**config.mk**
```make
export PLATFORM = sky130hd
export DESIGN_NAME = hog_bus_responder
export DESIGN_NICKNAME = d
export VERILOG_FILES = /design/src/rtl/hog_bus_responder.sv
export SDC_FILE = /design/constraint.sdc
export NUM_CORES = 1
export LEC_CHECK = 0
export CORE_ASPECT_RATIO = 0.75
export CORE_MARGIN = 1
export CORE_UTILIZATION = 55
export DETAILED_ROUTE_END_ITERATION = 7
export MAX_ROUTING_LAYER = met4
export PLACE_DENSITY = 0.77
export SYNTH_ARGS = -nofsm -noshare
export SYNTH_HDL_FRONTEND = slang
export SYNTH_SLANG_ARGS = --single-unit
```
**constraint.sdc**
```tcl
create_clock -name clk -period 11.6 [get_ports clk]
set_input_delay 2.32 -clock clk [delete_from_list [all_inputs] [get_ports clk]]
set_output_delay 2.32 -clock clk [all_outputs]
set_load 0.01 [all_outputs]
```
**src/rtl/hog_bus_responder.sv**
```systemverilog
// Bus-facing responder for HOG results: FIFO drain on word 0, CSR on word 1, level irq.
// Optional interrupt logic is compiled in when HOG_BUS_IRQ_EN is defined.
module hog_bus_responder #(
    parameter int BUS_WIDTH  = 128,
    parameter int ADDR_WIDTH = 5,
    parameter int FIFO_DEPTH = 8
) (
    input  logic                   clk,
    input  logic                   rst,
    input  logic [ADDR_WIDTH-1:0]  addr,
    input  logic                   bus_enable,
    input  logic                   r_wbar,
    input  logic [BUS_WIDTH-1:0]   write_data,
    input  logic [BUS_WIDTH/8-1:0] byte_enable,
    output logic                   ack,
    output logic [BUS_WIDTH-1:0]   read_data,
    output logic                   irq,
    input  logic [BUS_WIDTH-1:0]   in_data,
    input  logic                   in_valid,
    output logic                   in_ready
);
    localparam int PTR_W = $clog2(FIFO_DEPTH);
    localparam int CNT_W = PTR_W + 1;
    localparam int IDX_W = ADDR_WIDTH - 4;

    typedef enum logic [1:0] {IDLE, RESP, WAIT} state_t;

    state_t                 state_reg;
    logic                   ack_reg;
    logic [BUS_WIDTH-1:0]   read_data_reg;
    logic [BUS_WIDTH-1:0]   mem [FIFO_DEPTH];
    logic [PTR_W-1:0]       wr_ptr_reg;
    logic [PTR_W-1:0]       rd_ptr_reg;
    logic [CNT_W-1:0]       count_reg;

    logic [IDX_W-1:0]       word_idx;
    logic                   start;
    logic                   empty;
    logic                   full;
    logic                   csr_wr;
    logic                   do_pop;
    logic                   do_push;
    logic                   do_flush;
    logic [31:0]            status_view;
    logic [31:0]            irq_en_view;
    logic [31:0]            irq_stat_view;
    logic [127:0]           csr_word;
    logic [BUS_WIDTH-1:0]   read_data_next;

    assign word_idx = addr[ADDR_WIDTH-1:4];
    assign start    = (state_reg == IDLE) && bus_enable;
    assign empty    = (count_reg == '0);
    assign full     = (count_reg == CNT_W'(FIFO_DEPTH));
    assign in_ready = !full;
    assign csr_wr   = start && !r_wbar && (word_idx == IDX_W'(1));
    assign do_pop   = start && r_wbar && (word_idx == '0) && !empty;
    assign do_flush = csr_wr && byte_enable[12] && write_data[96];
    // A flush in the same cycle discards the incoming word.
    assign do_push  = in_valid && !full && !do_flush;

    assign status_view = {16'h0, 8'(count_reg), 6'h0, full, empty};
    assign csr_word    = {32'h0, irq_stat_view, irq_en_view, status_view};

    always_comb begin
        read_data_next = '0;
        if (r_wbar) begin
            if (word_idx == '0) begin
                if (!empty) read_data_next = mem[rd_ptr_reg];
            end else if (word_idx == IDX_W'(1)) begin
                read_data_next = BUS_WIDTH'(csr_word);
            end
        end
    end

    always_ff @(posedge clk or posedge rst) begin
        if (rst) begin
            state_reg     <= IDLE;
            ack_reg       <= 1'b0;
            read_data_reg <= '0;
            wr_ptr_reg    <= '0;
            rd_ptr_reg    <= '0;
            count_reg     <= '0;
        end else begin
            ack_reg       <= 1'b0;
            read_data_reg <= '0;
            case (state_reg)
                IDLE: if (bus_enable) begin
                    state_reg     <= RESP;
                    ack_reg       <= 1'b1;
                    read_data_reg <= read_data_next;
                end
                RESP: state_reg <= WAIT;
                WAIT: if (!bus_enable) state_reg <= IDLE;
                default: state_reg <= IDLE;
            endcase
            if (do_flush) begin
                wr_ptr_reg <= '0;
                rd_ptr_reg <= '0;
                count_reg  <= '0;
            end else begin
                if (do_push) wr_ptr_reg <= wr_ptr_reg + 1'b1;
                if (do_pop)  rd_ptr_reg <= rd_ptr_reg + 1'b1;
                count_reg <= count_reg + CNT_W'(do_push) - CNT_W'(do_pop);
            end
        end
    end

    // Storage kept reset-free so it maps onto block RAM.
    always_ff @(posedge clk) begin
        if (do_push) mem[wr_ptr_reg] <= in_data;
    end

    assign ack       = ack_reg;
    assign read_data = read_data_reg;

`ifdef HOG_BUS_IRQ_EN
    logic [1:0] irq_en_reg;
    logic       ovf_reg;
    logic       irq_reg;

    always_ff @(posedge clk or posedge rst) begin
        if (rst) begin
            irq_en_reg <= 2'b00;
            ovf_reg    <= 1'b0;
            irq_reg    <= 1'b0;
        end else begin
            if (csr_wr && byte_enable[4]) irq_en_reg <= write_data[33:32];
            // A new overflow outranks a same-cycle W1C.
            if (in_valid && full) ovf_reg <= 1'b1;
            else if (csr_wr && byte_enable[8] && write_data[65]) ovf_reg <= 1'b0;
            irq_reg <= |(irq_en_reg & {ovf_reg, !empty});
        end
    end

    assign irq_en_view   = {30'h0, irq_en_reg};
    assign irq_stat_view = {30'h0, ovf_reg, !empty};
    assign irq           = irq_reg;
`else
    assign irq_en_view   = 32'h0;
    assign irq_stat_view = 32'h0;
    assign irq           = 1'b0;
`endif

endmodule

```
==> impl_metrics.ini <==
[logic_synthesis]
yosysWarnings = 0
synth_edf_count = 1024
synth_cell_type_count = 37
syn_inst = 1839
ys_ff_latch = 1165
synth-async-reset-ratio_pct = 12.10
ys.flop_type = edfxtp_1
synth-seq-area-share_pct = 80.15
synth.cell_area_mm2 = 0.04277
syn_avg_cell_area_um2 = 23.26
synth_nets = 2130

[setup_path]
worstPathRequired_ps = 11900
worst_setup_path_end_kind = register
worstSetupPathType = primary input to register
worstPathMaxFanout = 33
cp-start-kind = primary input
cp.arrival_ps = 5700
cp-startpoint = bus_enable
reg2reg_from = count_reg[2]

[clocking]
root_buffer = clkbuf_16
cts.repair.resized = 0
clockBufferDepth = 3
htreeDepth = 3
clock-sinks = 1165
cts_buffers = 104
postCtsSetupBuffers = 0
clk_pin_slew_ps = 60
clkLatencyLatePin_ps = 680
cts_tree = done
cts_hold_buf = 0

[timing]
finalMaxSlewViolations = 0
fin_ws_ps = 6205
finalSetupViolations = 0
slew_headroom_pct = 24.02
fin_tns_setup_ps = 0
rsz0062_at_grt = no
max_freq_mhz = 185.4
whs_ps = 492.3
fin_skew_ps = 34.28
finalCriticalPeriod_ps = 5395
hold_viol = 0
worstMarginPinSlew_ps = 1140
finalCritPeriodShare_pct = 46.51

[place]
pre_cts_slack_ps = 5492
dp_hpwl_mm = 44.71
port_buffers = 265
routabilityCongestion = 0.7535
placed_cell_area_mm2 = 0.04661

[cells_and_area]
drive_above_1_share_pct = 21.29
fillers = 4841
multiInputGateArea_mm2 = 0.008025
mostFrequentLayoutCell = edfxtp_1
mostFrequentLayoutCells = 1024 x edfxtp_1, 265 x clkdlybuf4s50_1, 256 x mux4_2
largest_register_ffs = 1024
syn_to_final_growth_pct = 17.41
seq_area_mm2 = 0.03429
fin_area_mm2 = 0.05022
fin_nets = 2451

[routing]
viasPerCell = 5.835
wl_mm = 85.33
drtPass1Iterations = 5
drc = 0
vias = 19280
drt-initial-drc-count = 1823
ant_nets = 0
routedWlPerCell_um = 25.82

[pwr]
p_leak_nw = 16.44
power_density_mw_per_mm2 = 229.3
peakVddDrop_v = 0.0001451

[floorplanning]
rows = 88
die_w_um = 324
initial_utilization_pct = 55.57
dieArea_mm2 = 0.07889
core-area_mm2 = 0.07696
io_pins = 413
die_h_um = 243.5

[global_routing]
grt_pass1_wl_mm = 127.9
grt_max_degree = 92
grt_use_total_pct = 22.93
antenna_found_initial = 18
gr-total-overflow = 0
grt_pass1_vias = 20530

[job]
cap_violations = 0

[status]
status = finished, final reports clean

[min_path]
min-delay-start = state_reg[0]
hp-class = register to register
-- critical path: stages --
cell and delay [ps]:
clkdlybuf4s50_1 430, nor3b_2 200, and4_1 350, or3_1 570, nor2_4 630, buf_4 510, buf_4 590
-- logic make-up after synthesis --
group           share of synthesized area, %
simple gates                           1.583
xor+xnor                              0.1024
other cells                         0.008768
compound gates                        0.2018
fa+ha+maj                             0.2809
mux                                    16.43
flops                                  80.15
buf+inv                                1.249
-- layout make-up --
type	instances	share of cell area, %
Sequential cell	1165	68.28
Clock inverter	70	1.545
Inverter	11	0.09219
Multi-Input combinational cell	575	15.98
Clock buffer	126	5.546
Timing Repair Buffer	303	5.875
Tap cell	1035	2.579
Antenna cell	20	0.09966
-- path summary, 6_finish.rpt --
check / endpoint / slack (ps) / cells after the start
max: mem[2][64] / 6210 / 7
min: state_reg[0] / 490 / 1
max reg2reg: read_data[49] / 7830 / 8
min reg2reg: state_reg[0] / 490 / 1
max in group asynchronous: read_data[64] / 8300 / 3
min in group asynchronous: read_data[55] / 2040 / 2
-- synth_stat cells, drive strengths merged (2+ instances only) --
cell	instances	share of area [%]
edfxtp	1024	72
nand2b	2	0.029
clkbuf	5	0.044
nand2	8	0.070
inv	11	0.097
nor2	136	1.2
nor3	2	0.023
and2	3	0.044
dfrtp	141	8.2
o22ai	4	0.058
mux2i	126	2.9
xnor2	4	0.082
mux4	256	13
buf	83	1.1
ha	8	0.23
or3b	2	0.041
nor3b	2	0.047
a21oi	3	0.035
nand3	3	0.035
o21ai	3	0.035
-- through the flow --
step,power (mW),utilization (%),cells
3_3_place_gp,8.043,60.56,3089
2_1_floorplan,7.419,-,1839
4_1_cts,11.65,65.18,3285
5_1_grt,11.98,65.24,3303
6_report,11.51,65.25,3305
3_5_place_dp,8.121,60.56,3089
-- metal layers --
| layer | up-vias | track usage, % | wire length (µm) |
|---|---|---|---|
| met5 | - | - | 0 |
| met4 | 0 | 5.369 | 1441 |
| met3 | 111 | 5.262 | 6008 |
| met2 | 628 | 36.18 | 42460 |
| met1 | 10320 | 30.76 | 35420 |
| li1 | 8221 | - | - |
-- power by group --
| group | leakage [nW] | internal [mW] | total (mW) | switching [mW] |
|---|---|---|---|---|
| Combinational | 3.48 | 1.24 | 2.57 | 1.33 |
| Sequential | 11.2 | 5.19 | 5.41 | 0.220 |
| Clock | 1.73 | 2.03 | 3.53 | 1.49 |
Note: power is estimated with default switching activity, not from simulation.
